File: src/rtl/gate_bist_pkg.sv
// gate_bist_pkg: shared state type, LFSR/MISR tap constants and MISR step function for the gate BIST controller
package gate_bist_pkg;
  localparam int SIG_W = 16;
  localparam logic [14:0] LFSR_TAPS = 15'h6000;
  localparam logic [SIG_W-1:0] MISR_TAPS = 16'hB400;
  typedef enum logic [1:0] {IDLE, SETTLE, CAPTURE, DONE} state_t;
  function automatic logic [SIG_W-1:0] misr_next(input logic [SIG_W-1:0] s, input logic [SIG_W-1:0] d);
    return {s[SIG_W-2:0], ^(s & MISR_TAPS)} ^ d;
  endfunction
endpackage

File: src/rtl/gate_bist_misr.sv
// gate_bist_misr: 16-bit MISR compacting a parallel OUT_W-bit response, with clear and enable
module gate_bist_misr
  import gate_bist_pkg::*;
#(
  parameter int OUT_W = 10
) (
  input  logic             clk,
  input  logic             rst_n,
  input  logic             clr,
  input  logic             en,
  input  logic [OUT_W-1:0] din,
  output logic [SIG_W-1:0] sig
);
  always_ff @(posedge clk or negedge rst_n)
    if (!rst_n) sig <= '0;
    else if (clr) sig <= '0;
    else if (en) sig <= misr_next(sig, SIG_W'(din));
endmodule

File: src/rtl/gate_bist_ctrl.sv
// gate_bist_ctrl: BIST sequencer driving stimulus into a gate model and signing its responses.
// GATE_BIST_EXHAUSTIVE_EN swaps the LFSR for a binary counter covering all 2^IN_W patterns.
module gate_bist_ctrl
  import gate_bist_pkg::*;
#(
  parameter int              IN_W       = 15,
  parameter int              OUT_W      = 10,
  parameter int              NUM_PAT    = 256,
  parameter int              SETTLE_CYC = 2,
  parameter logic [IN_W-1:0] SEED       = 15'h0001
) (
  input  logic             clk,
  input  logic             rst_n,
  input  logic             start,
  input  logic [SIG_W-1:0] exp_sig,
  output logic [IN_W-1:0]  dut_in,
  input  logic [OUT_W-1:0] dut_out,
  output logic             busy,
  output logic             done,
  output logic             pass,
  output logic [SIG_W-1:0] signature,
  output logic [15:0]      pat_cnt
);
  localparam logic [15:0] settle_last = 16'(SETTLE_CYC - 1);
`ifdef GATE_BIST_EXHAUSTIVE_EN
  localparam logic [16:0] last = 17'((1 << IN_W) - 1);
  localparam logic [IN_W-1:0] load = '0;
`else
  localparam logic [16:0] last = 17'(NUM_PAT - 1);
  localparam logic [IN_W-1:0] load = (SEED == '0) ? IN_W'(1) : SEED;
`endif
  state_t state;
  logic [IN_W-1:0] lfsr;
  logic [IN_W-1:0] lfsr_nxt;
  logic [16:0] cnt;
  logic [15:0] settle_cnt;
  logic go;
  logic cap;
  assign go = start && (state == IDLE || state == DONE);
  assign cap = state == CAPTURE;
`ifdef GATE_BIST_EXHAUSTIVE_EN
  assign lfsr_nxt = lfsr + IN_W'(1);
`else
  assign lfsr_nxt = {lfsr[IN_W-2:0], ^(lfsr & IN_W'(LFSR_TAPS))};
`endif
  gate_bist_misr #(.OUT_W(OUT_W)) u_misr (
    .clk  (clk),
    .rst_n(rst_n),
    .clr  (go),
    .en   (cap),
    .din  (dut_out),
    .sig  (signature)
  );
  always_ff @(posedge clk or negedge rst_n) begin
    if (!rst_n) begin
      state      <= IDLE;
      lfsr       <= '0;
      cnt        <= '0;
      settle_cnt <= '0;
    end else if (go) begin
      state      <= SETTLE;
      lfsr       <= load;
      cnt        <= '0;
      settle_cnt <= '0;
    end else if (state == SETTLE) begin
      state      <= (settle_cnt == settle_last) ? CAPTURE : SETTLE;
      settle_cnt <= (settle_cnt == settle_last) ? '0 : settle_cnt + 16'd1;
    end else if (cap) begin
      lfsr  <= lfsr_nxt;
      cnt   <= cnt + 17'd1;
      state <= (cnt == last) ? DONE : SETTLE;
    end
  end
  assign dut_in  = lfsr;
  assign busy    = state == SETTLE || state == CAPTURE;
  assign done    = state == DONE;
  assign pass    = done && signature == exp_sig;
  assign pat_cnt = cnt[15:0];
endmodule

File: config.mk
export PLATFORM = sky130hd
export DESIGN_NAME = gate_bist_ctrl
export DESIGN_NICKNAME = d
export VERILOG_FILES = /design/src/rtl/gate_bist_pkg.sv /design/src/rtl/gate_bist_misr.sv /design/src/rtl/gate_bist_ctrl.sv
export SDC_FILE = /design/constraint.sdc
export NUM_CORES = 1
export LEC_CHECK = 0
export BUFFER_PORTS_ARGS = -buffer_cell sky130_fd_sc_hd__buf_2
export CORE_MARGIN = 2
export CORE_UTILIZATION = 35
export DETAILED_ROUTE_END_ITERATION = 8
export HOLD_SLACK_MARGIN = 0.06
export PLACE_DENSITY = 0.69
export SETUP_SLACK_MARGIN = 0.5
export SLEW_MARGIN = 20
export SYNTH_ARGS = -nofsm -noshare
export SYNTH_HDL_FRONTEND = slang
export SYNTH_SLANG_ARGS = --single-unit
File: constraint.sdc
create_clock -name clk -period 1.8 [get_ports clk]
set_input_delay 0.36 -clock clk [delete_from_list [all_inputs] [get_ports clk]]
set_output_delay 0.36 -clock clk [all_outputs]
set_load 0.1 [all_outputs]
Word level (Yosys, flattened, before mapping)
Index checks and enable logic that the tools add are counted.
{ "op_classes": {"n_addsub": 2, "n_mul": 0, "n_div": 0, "n_lt_le_gt_ge": 0, "n_eq_ne": 7, "shift": 0, "mux": 16, "bitwise_logic": 1, "n_reduce_logical": 11} }
{ "ops": {"columns": ["cell", "count"], "rows": [
  ["$mux 16", 5],
  ["$mux 17", 3],
  ["$mux 15", 3],
  ["$add 17x1->17 const B", 1],
  ["$eq 17x8->1 const B", 1],
  ["$add 16x1->16 const B", 1],
  ["$eq 16x1->1 const B", 1],
  ["$eq 16x16->1", 1],
  ["$reduce_xor 16->1", 1],
  ["$xor 16x10->16", 1],
  ["$reduce_xor 15->1", 1],
  ["$mux 2", 5],
  ["$eq 2x2->1 const B", 2],
  ["$reduce_bool 2->1", 2],
  ["$reduce_bool 3->1", 1],
  ["$eq 2x1->1 const B", 1],
  ["$logic_and 1x1->1", 2],
  ["$logic_not 2->1", 1],
  ["$logic_or 1x1->1", 2],
  ["$ne 2x2->1 const B", 1],
  ["$reduce_and 2->1", 1]
]} }
{ "totals": {"ff_bits": 66, "latch_bits": 0, "mem_bits_rw": 0, "rom_bits": 0, "input_bits": 29, "out_inout_bits": 50, "wordCells": 42, "memories": 0} }

Longest topological paths before layout
Gate-level depths: netlist (run 1).
{ "depth": {"depth_word": 5, "depth_mapped": 8, "depth_no_buf": 6} }

Cells and area by module
From an unflattened synthesis (run 1), not the netlist that was laid out.
{ "unflattened": {"cells_unflattened": 358, "hier_area_um2": 3529.6} }
{ "by_module_without_submodules": {"columns": ["module", "n_inst", "cells_per_inst", "area_per_inst_um2", "seq_area_each_um2"], "rows": [
  ["gate_bist_ctrl", 1, 291, 2767.7, 1251.2],
  ["gate_bist_misr", 1, 67, 762.0, 400.4]
]} }

Worst setup path before layout (run 1)
Ideal clock, no wire load.
{ "synth_timing": {"kind": "reg-to-output", "startpoint": "register u_misr.sig[12]", "endpoint": "output port pass", "arrival_ns": 4.367, "required_time_ns": 1.440, "path_slack_ns": -2.927, "path_stages_with_launch": 5, "path_buffers": 0, "path_cell_list": "dfrtp_1 -> xor2_1 -> nor4_1 -> nand4_1 -> nor4_1"} }
{ "synth_via": {"elab_chain_cells": 2} }
{ "synth_lines": {"columns": ["element", "line", "source"], "rows": [
  ["from (decl)", "gate_bist_misr.sv:12", "output logic [SIG_W-1:0] sig"],
  ["from (signal assigned)", "gate_bist_misr.sv:17", "else if (en) sig <= misr_next(sig, SIG_W'(din));"],
  ["$eq 16x16->1", "gate_bist_ctrl.sv:77", "assign pass = done && signature == exp_sig;"],
  ["$logic_and 1x1->1", "gate_bist_ctrl.sv:77", null],
  ["to (decl)", "gate_bist_ctrl.sv:20", "output logic pass,"]
]} }
No other way between the ends.

Worst setup path after layout (run 1)
{ "layout_timing": {"startpoint": "register u_misr.sig[8]", "endpoint": "output port pass"} }
The elaborated chain is that of the path after synthesis.

==> results of run 1 <==
==> placed cells by master, fill, tap and decap left out, types with 11 or more instances in the layout <==
master	synthesis	routed
a21oi_2	0	11
a22o_1	15	15
buf_12	0	59
buf_2	3	28
buf_4	16	40
buf_6	0	37
dfrtp_1	66	36
dfrtp_2	0	26
nand2_1	14	13
nand4_1	14	14
nor2_1	39	13
nor2_4	0	24
xnor2_1	32	26
xor2_1	13	12
==> final timing paths <==
| path | end |
|---|---|
| max | pass |
| min | u_misr.sig[5] |
| max reg2reg | cnt[15] |
| min reg2reg | cnt[16] |
| max in group asynchronous | u_misr.sig[15] |
| min in group asynchronous | cnt[8] |
==> flip-flops by register name, summed over array words and instances (netlist names) <==
register,cells
dut_in,15
cnt,17
u_misr.sig,16
settle_cnt,16
state,2
==> per-layer routing <==
metal,global-route usage (%),part of all wire (%)
met5,0,0
met4,5.77,2.7
met3,5.04,5.1
met2,37.8,55
met1,26.2,37
==> worst register-to-register path, delay by kind of cell (launching register included) <==
kind / cells / cell delay (ps)
AND/OR/NAND/NOR: 2 / 900
flip-flops: 1 / 440
adder cells (fa/ha/maj): 1 / 270
AO/OA/AOI/OAI: 2 / 180
buffers and inverters: 1 / 140
==> power by group <==
group,internal [uW],switching [uW]
clock,792,672
combinational,2520,3110
sequential,1710,317
==> area by class of cell <==
type                            count  area share [%]
Timing Repair Buffer              173            33.4
Clock buffer                        9            1.85
Tap cell                          133            2.48
Inverter                            6           0.803
Sequential cell                    66            25.4
Clock inverter                      7            1.49
Multi-Input combinational cell    240            34.6
==> metrics by stage <==
stage	std cells	area (sq um)	utilization, %
2_1_floorplan	340	3850	-
3_3_place_gp	553	4430	45.7
3_5_place_dp	553	4430	45.7
4_1_cts	620	6380	65.9
5_1_grt	634	6700	69.2
6_report	634	6700	69.2
==> timing repair <==
action | in CTS | in global routing
endpoints found under the setup margin | 116 | 116
hold buffers | 1 | 0
pin swaps | 41 | 16
endpoints found under the hold margin | 66 | 0
buffers inserted | 42 | 14
resized for setup | 320 | 52
cloned | 8 | 0
==> cell families after synthesis <==
group                      synth area share (%)
and+or+nand+nor                            19.3
adders and majority gates                  2.17
xor gates and xnor gates                   12.0
AOI/OAI and AO/OA                          11.1
DFF                                        47.7
buffers and inverters                      5.74
muxes                                      2.02
==> flow_metrics.tcl, run 1 <==
set metrics [dict create \
    status "finished, violations left" \
    violations "negative setup slack" \
    core_sq_mm 0.00968 \
    clk_latency_ps 360 \
    critPathMaxStageDelay_ps 500 \
    hold_viol_final 0 \
    yosysWarnings 0 \
    synth_area_sq_mm 0.00346 \
    slew_headroom_pct 75.8 \
    avgSynthCellArea_sq_um 10.2 \
    hpwlAfterDp_mm 5.74 \
    clkTransAtPathRegs_ps 90 \
    synthMostInstantiatedCell "dfrtp_1" \
    pin_count 79 \
    die_area_sq_mm 0.0107 \
    drc 0 \
    min_from "dut_out[5]" \
    grt.overflow.total 0 \
    synth_common_cells "66 x dfrtp_1, 39 x nor2_1, 32 x xnor2_1" \
    reg2regPathDepth 6 \
    worstPathArrival_ps 1980 \
    critPathLaunch "u_misr.sig[8]" \
    grt_pass1_wl_mm 17.6 \
    worstMarginPinSlew_ps 359 \
    finalSetupTns_ps -2100 \
    grtUsageTotal_pct 21.4 \
    multiInputGateArea_sq_mm 0.00232 \
    cts_root_buf "clkbuf_8" \
    power_uw 9130 \
    fillers 598 \
    ys_seq_area_share_pct 47.7 \
    maxSlewViolCount 0 \
    period_share_pct 130 \
    critPathKind "reg -> out" \
    syn_inst 340 \
    nets 531 \
    leakage_uw 0.00274 \
    crit_cells 5 \
    hold_depth 3 \
    synth_edf_count 0 \
    drtIter0Drc 190 \
    grt_pass1_vias 3541 \
    die_w_um 103 \
    critPathMaxFanout 2 \
    htreeDepth 3 \
    path_buf_inv 1 \
    cts_tree "yes" \
    cp_data_required_time_ps 1440 \
    synth_cell_type_count 39 \
    synth_top_area_share_pct 47.7 \
    setup_violations 22 \
    fp.dieH_um 103 \
    yosys.area.top_type "dfrtp_1" \
    hold_class "in -> reg" \
    fin_crit_ps 2340 \
    power_density_mw_per_mm2 1360 \
    antenna_found_initial 0 \
    crit_path_end_kind "primary output" \
    skew_ps 18.0 \
    max_freq_ghz 0.428 \
    cts_buffers 9 \
    grt_max_degree 67 \
    rsz0062_at_grt "yes" \
    ff_latch_area_sq_mm 0.00170 \
    place_congestion 0.819 \
    port_buffers 78 \
    ys_seq_elements 66 \
    pre_cts_ws_ps -84.1 \
    start_kind "flop" \
    cp_slowest_cell "dfrtp_4" \
    r2r_start "state[1]" \
    synth_top_flop_cell "dfrtp_1" \
    std_cell_rows 36 \
    avgViaCountPerCell 5.50 \
    r2r_slack_ps -200 \
    syn_to_final_growth_pct 93.4 \
    cts.sinks 66 \
    irDropWorstVdd_v 0.00137 \
    layout-drive-gt1-share_pct 63.7 \
    via_count 3487 \
    async_reset_ff_share_pct 100 \
    path_cells "xor2_2 -> nor4_2 -> nand4_1 -> nor4_4 -> buf_12" \
    netlist_top_cells_area "dfrtp_1 48%, xnor2_1 8.1%, nor2_1 4.2%" \
    holdWs_ps 304 \
    drv_cap 0 \
    first_pass_iters 5 \
    start_util_pct 35.8 \
    routedWlPerCell_um 19.9 \
    diodes 0 \
    crit_family "simple AND/OR/NAND/NOR gates" \
    cts_max_path_buffers 2 \
    synth_nets 375 \
    finalWorstSetupSlack_ps -539 \
    antenna_left 0 \
    drt-total-wl_mm 12.6 \
]
Power figures use the tool's default switching activity.
==> run 2, diff against run 1 <==
--- a/config.mk
+++ b/config.mk
@@ -10,7 +10,7 @@
 export CORE_UTILIZATION = 35
 export DETAILED_ROUTE_END_ITERATION = 8
 export HOLD_SLACK_MARGIN = 0.06
-export PLACE_DENSITY = 0.69
+export PLACE_DENSITY = 0.67
 export SETUP_SLACK_MARGIN = 0.5
 export SLEW_MARGIN = 20
 export SYNTH_ARGS = -nofsm -noshare
==> constraint.sdc (replaced) <==
create_clock -name clk -period 2.3 [get_ports clk]
set_input_delay 0.46 -clock clk [delete_from_list [all_inputs] [get_ports clk]]
set_output_delay 0.46 -clock clk [all_outputs]
set_load 0.1 [all_outputs]
==> flow_metrics.tcl, run 2 (same netlist as run 1, synthesis figures left out) <==
set metrics [dict create \
    routedWlPerCell_um 14.1 \
    hold_viol_final 0 \
    avgViaCountPerCell 5.03 \
    worstMarginPinSlew_ps 493 \
    via_count 2825 \
    rsz0062_at_grt "yes" \
    port_buffers 78 \
    drc 0 \
    path_cells "xor2_2 -> nor4_2 -> nand4_1 -> nor4_4 -> buf_12" \
    drv_cap 0 \
    layout_commonest_cell "buf_2" \
    pin_count 79 \
    maxSlewViolCount 0 \
    hold_class "in -> reg" \
    reg.largest.list "cnt (17), settle_cnt (16), u_misr.sig (16)" \
    min_from "dut_out[5]" \
    pre_cts_ws_ps 209 \
    crit_family "simple AND/OR/NAND/NOR gates" \
    fin_crit_ps 2360 \
    die_w_um 103 \
    setup_violations 1 \
    nets 459 \
    syn_to_final_growth_pct 30.9 \
    worstHoldEndpoint "u_misr.sig[5]" \
    largest_register_ffs 17 \
    finalWorstSetupSlack_ps -61.4 \
    critPathKind "reg -> out" \
    antenna_found_initial 0 \
    skew_ps 11.1 \
    grt.overflow.total 0 \
    diodes 0 \
    cts_tree "yes" \
    start_kind "flop" \
    clk_latency_ps 340 \
    drtIter0Drc 111 \
    fp.dieH_um 103 \
    path_buf_inv 1 \
    regMostFlops "cnt" \
    htreeDepth 3 \
    reg2regPathDepth 6 \
    max_freq_ghz 0.423 \
    start_util_pct 35.8 \
    grtUsageTotal_pct 15.1 \
    grt_pass1_vias 2593 \
    status "finished, violations left" \
    clkTransAtPathRegs_ps 80 \
    dp_cells 530 \
    antenna_left 0 \
    cts_root_buf "clkbuf_8" \
    r2r_start "state[1]" \
    slew_headroom_pct 67.3 \
    place_congestion 0.860 \
    hpwlAfterDp_mm 5.33 \
    critPathMaxFanout 4 \
    r2r_slack_ps 290 \
    crit_path_end_kind "primary output" \
    timing.rr.end "cnt[15]" \
    power_density_mw_per_mm2 1090 \
    first_pass_iters 4 \
    violations "negative setup slack" \
    cp_data_required_time_ps 1840 \
    core_sq_mm 0.00968 \
    std_cell_rows 36 \
    period_share_pct 103 \
    hold_depth 3 \
    die_area_sq_mm 0.0107 \
    grt_max_degree 37 \
    cts_max_path_buffers 2 \
    layout-drive-gt1-share_pct 41.0 \
    critPathMaxStageDelay_ps 510 \
    drt-total-wl_mm 7.93 \
    worstPathArrival_ps 1900 \
    cp_slowest_cell "dfrtp_4" \
    cts_buffers 9 \
    grt_pass1_wl_mm 12.6 \
    instances_no_fill 562 \
    leakage_uw 0.00203 \
    irDropWorstVdd_v 0.000908 \
    most-common-layout-cells "72 x buf_2, 46 x dfrtp_1, 38 x nor2_1" \
    cts.sinks 66 \
]
[run 2: cell count changes in the layout (fill, tap and decap cells not counted), sizes merged]
cell,previous run,this run
buf,170,99
and3,7,5
bufinv,2,0
inv,6,8
clkbuf,11,12
clkinv,4,3
clkinvlp,1,2
[run 2: through the flow]
| stage | util, % | total power, uW | TNS [ps] | hold slack, ps | area, sq um |
|---|---|---|---|---|---|
| 2_1_floorplan | - | 3280 | -379 | 164 | 3550 |
| 3_3_place_gp | 41.5 | 3670 | 0 | 360 | 4020 |
| 3_5_place_dp | 41.5 | 3690 | 0 | 362 | 4020 |
| 4_1_cts | 44.8 | 4740 | -90.8 | 382 | 4340 |
| 5_1_grt | 46.8 | 5230 | -138 | 394 | 4540 |
| 6_report | 46.8 | 4960 | -61.4 | 398 | 4540 |
[run 2: routing by layer]
layer / vias to the layer above / GRT usage [%] / part of all wire [%]
li1: 1371 / - / -
met2: 80 / 22.9 / 47
met3: 7 / 3.02 / 4.6
met4: 0 / 5.87 / 1.0
met5: - / 0 / 0
met1: 1367 / 21.3 / 48
[run 2: worst max-delay path by stage]
stage	startpoint	to	cells after the start
2_1_floorplan	u_misr.sig[8]	pass	4
3_5_place_dp	exp_sig[8]	pass	6
6_report	u_misr.sig[8]	pass	5
3_3_place_gp	exp_sig[8]	pass	6
5_1_grt	u_misr.sig[8]	pass	5
4_1_cts	u_misr.sig[8]	pass	5
[run 2: worst register-to-register path, stage by stage, from the launching register on]
cell and delay, ps:
dfrtp_1 410, buf_6 130, ha_4 290, a21oi_4 80, or4_4 580, or3_4 350
a21oi_2 110
[run 2: timing repair]
| action | CTS | global route |
|---|---|---|
| setup buffers | 6 | 8 |
| setup endpoints to repair | 38 | 41 |
| hold buffers | 1 | 0 |
| resized for setup | 23 | 36 |
| cloned | 0 | 1 |
| pin swaps | 6 | 12 |
| hold endpoints to repair | 9 | 0 |
[run 2: power breakdown]
group / total (uW) / internal (uW) / switching, uW
registers: 1560 / 1340 / 218
clock network: 880 / 399 / 481
logic: 2520 / 793 / 1730
total: 4960 / 2530 / 2430
[run 2: area by class of cell]
cell class | instances | area [sq um]
fill | 901 | 5150
multi-input combinational | 238 | 1820
sequential | 66 | 1690
timing repair buffer | 103 | 663
tap | 133 | 166
clock buffer | 9 | 124
clock inverter | 7 | 53.8
inverter | 6 | 25.0
==> run 3, diff against run 2 <==
--- a/config.mk
+++ b/config.mk
@@ -5,12 +5,13 @@
 export SDC_FILE = /design/constraint.sdc
 export NUM_CORES = 1
 export LEC_CHECK = 0
+export ABC_AREA = 1
 export BUFFER_PORTS_ARGS = -buffer_cell sky130_fd_sc_hd__buf_2
 export CORE_MARGIN = 2
 export CORE_UTILIZATION = 35
 export DETAILED_ROUTE_END_ITERATION = 8
 export HOLD_SLACK_MARGIN = 0.06
-export PLACE_DENSITY = 0.67
+export PLACE_DENSITY = 0.66
 export SETUP_SLACK_MARGIN = 0.5
 export SLEW_MARGIN = 20
 export SYNTH_ARGS = -nofsm -noshare
==> flow_metrics.tcl, run 3 <==
set metrics [dict create \
    r2r_start "state[1]" \
    p_int_uw 2500 \
    hold_class "in -> reg" \
    die_w_um 107 \
    status "complete, no violations" \
    synth_area_sq_mm 0.00373 \
    hold_viol_final 0 \
    maxSlewViolCount 0 \
    cts_tree "yes" \
    drc 0 \
    ys_seq_area_share_pct 44.2 \
    critPathKind "reg -> out" \
    most-common-layout-cells "101 x nand2_1, 73 x buf_2, 57 x nor2_1" \
    netlist_top_cells_area "dfrtp_1 44%, nand2_1 10%, inv_1 6.7%" \
    synth_common_cells "104 x nand2_1, 67 x inv_1, 66 x dfrtp_1" \
    layout-drive-gt1-share_pct 30.4 \
    r2r_slack_ps 540 \
    worstMarginPinSlew_ps 510 \
    seqPwrFrac_pct 33.0 \
    async_reset_ff_share_pct 100 \
    synth_nets 518 \
    hpwlAfterDp_mm 6.70 \
    comb_power_share_pct 43.8 \
    port_buffers 78 \
    start_util_pct 36.2 \
    syn_inst 483 \
    crit_end "pass" \
    regMostFlops "cnt" \
    rsz0062_at_grt "yes" \
    switching_power_uw 2160 \
    cts_max_path_buffers 2 \
    first_pass_iters 5 \
    clk_latency_ps 340 \
    slew_headroom_pct 66.2 \
    timing.rr.end "settle_cnt[7]" \
    layout_commonest_cell "nand2_1" \
    critPathMaxFanout 2 \
    std_cell_rows 37 \
    via_count 3476 \
    drt-total-wl_mm 9.45 \
    grt_pass1_vias 3268 \
    cp_data_required_time_ps 1840 \
    skew_ps 9.40 \
    routedWlPerCell_um 13.2 \
    max_freq_ghz 0.488 \
    cts_buffers 9 \
    ys_seq_elements 66 \
    largest_register_ffs 17 \
    die_area_sq_mm 0.0115 \
    place_congestion 0.868 \
    worstPathArrival_ps 1590 \
    grtUsageTotal_pct 17.0 \
    grt_max_degree 62 \
    nets 610 \
    power_density_mw_per_mm2 972 \
    reg.largest.list "cnt (17), settle_cnt (16), u_misr.sig (16)" \
    pwr-share-clk_pct 23.2 \
    synthMostInstantiatedCell "nand2_1" \
    avgViaCountPerCell 4.86 \
    drtIter0Drc 217 \
    yosysWarnings 0 \
    synth_top_flop_cell "dfrtp_1" \
    finalSetupTns_ps 0 \
    synth_cell_type_count 32 \
    grt.overflow.total 0 \
    leakage_uw 0.00233 \
    drv_cap 0 \
    diodes 0 \
    clkTransAtPathRegs_ps 70 \
    yosys.area.top_type "dfrtp_1" \
    synth_edf_count 0 \
    irDropWorstVdd_v 0.000855 \
    reg2regPathDepth 11 \
    fin_crit_ps 2050 \
    crit_path_end_kind "primary output" \
    fp.dieH_um 107 \
    cts.sinks 66 \
    avgSynthCellArea_sq_um 7.73 \
    synth_top_area_share_pct 44.2 \
    htreeDepth 3 \
    pin_count 79 \
    grt_pass1_wl_mm 15.6 \
    syn_to_final_growth_pct 28.4 \
    power_uw 4660 \
    cts_root_buf "clkbuf_8" \
    critPathLaunch "state[1]" \
    setup_violations 0 \
    start_kind "flop" \
    core_sq_mm 0.0103 \
    period_share_pct 89.2 \
    antenna_left 0 \
    swShare_pct 46.3 \
    antenna_found_initial 0 \
]
## run 3: changes by cell type in the layout (fill, tap and decap cells not counted), sizes merged, moves of 8 or more
cell	previous run	this run
o21ai	12	28
a21oi	17	9
a211oi	9	0
inv	8	69
a22o	15	0
o22ai	0	26
nand2	14	109
nor4	9	0
nand3	7	29
xnor2	32	12
nor2	39	67
## run 3: how the worst min path moves through the flow
stage	start	end	slack, ps	depth (start not counted)
floorplan	rst_n	cnt[0]	160	0
finish	dut_out[0]	u_misr.sig[0]	400	4
global route	dut_out[0]	u_misr.sig[0]	420	4
detailed placement	rst_n	u_misr.sig[5]	300	1
global placement	rst_n	u_misr.sig[3]	300	1
CTS	dut_out[0]	u_misr.sig[0]	390	4
## run 3: cells by family (layout without fill, tap and decap cells)
kind of cell	Yosys count	count (layout)	synth area share (%)
flops	66	66	44.2
mux	1	1	0.268
simple gates	222	222	25.5
buf+inv	93	189	11.4
xor+xnor	23	23	5.40
compound gates	72	72	11.2
fa+ha+maj	6	6	2.01
## run 3: per-layer routing
| layer | share of wire (%) | global-route usage [%] | vias to the layer above |
|---|---|---|---|
| li1 | - | - | 1725 |
| met1 | 43 | 21.2 | 1650 |
| met2 | 51 | 29.3 | 86 |
| met3 | 4.4 | 3.81 | 15 |
| met4 | 1.4 | 5.01 | 0 |
| met5 | 0 | 0 | - |
## run 3: metrics by stage
step	hold slack [ps]	util, %	std cells	worst slack (ps)	instance area (sq um)
2_1_floorplan	164	-	483	203	3800
3_3_place_gp	299	41.2	678	396	4260
3_5_place_dp	303	41.2	678	335	4260
4_1_cts	385	45.1	708	248	4650
5_1_grt	418	46.4	715	141	4790
6_report	396	46.4	715	249	4790
## run 3: worst max-delay path, stage by stage (launching register included)
cell	delay [ps]
dfrtp_1	410
ha_4	160
o21ai_1	60
nor2_1	100
nand2_1	50
nor2_1	100
nand2_1	90
nor2_4	110
buf_12	180
## run 3: repair_timing
item	CTS	global route
buffers inserted	14	6
gates cloned	0	1
hold buffers	1	0
setup endpoints to repair	27	66
endpoints found under the hold margin	5	0
gates resized for setup	24	30
pin swaps	11	6
## run 3: layout make-up
type | instances | area, sq um
Clock buffer | 10 | 138
Timing Repair Buffer | 105 | 653
Multi-Input combinational cell | 324 | 1790
Clock inverter | 5 | 78.8
Sequential cell | 66 | 1690
Inverter | 69 | 267
Fill cell | 1024 | 5530
Tap cell | 136 | 170
## run 3: power by group through the flow
stage	clock network, uW	logic, uW	registers [uW]
after floorplan	0	444	2620
after global placement	0	1820	1590
after detailed placement	0	1830	1590
after CTS	1120	2030	1540
after global routing	1160	2150	1560
final	1080	2040	1540
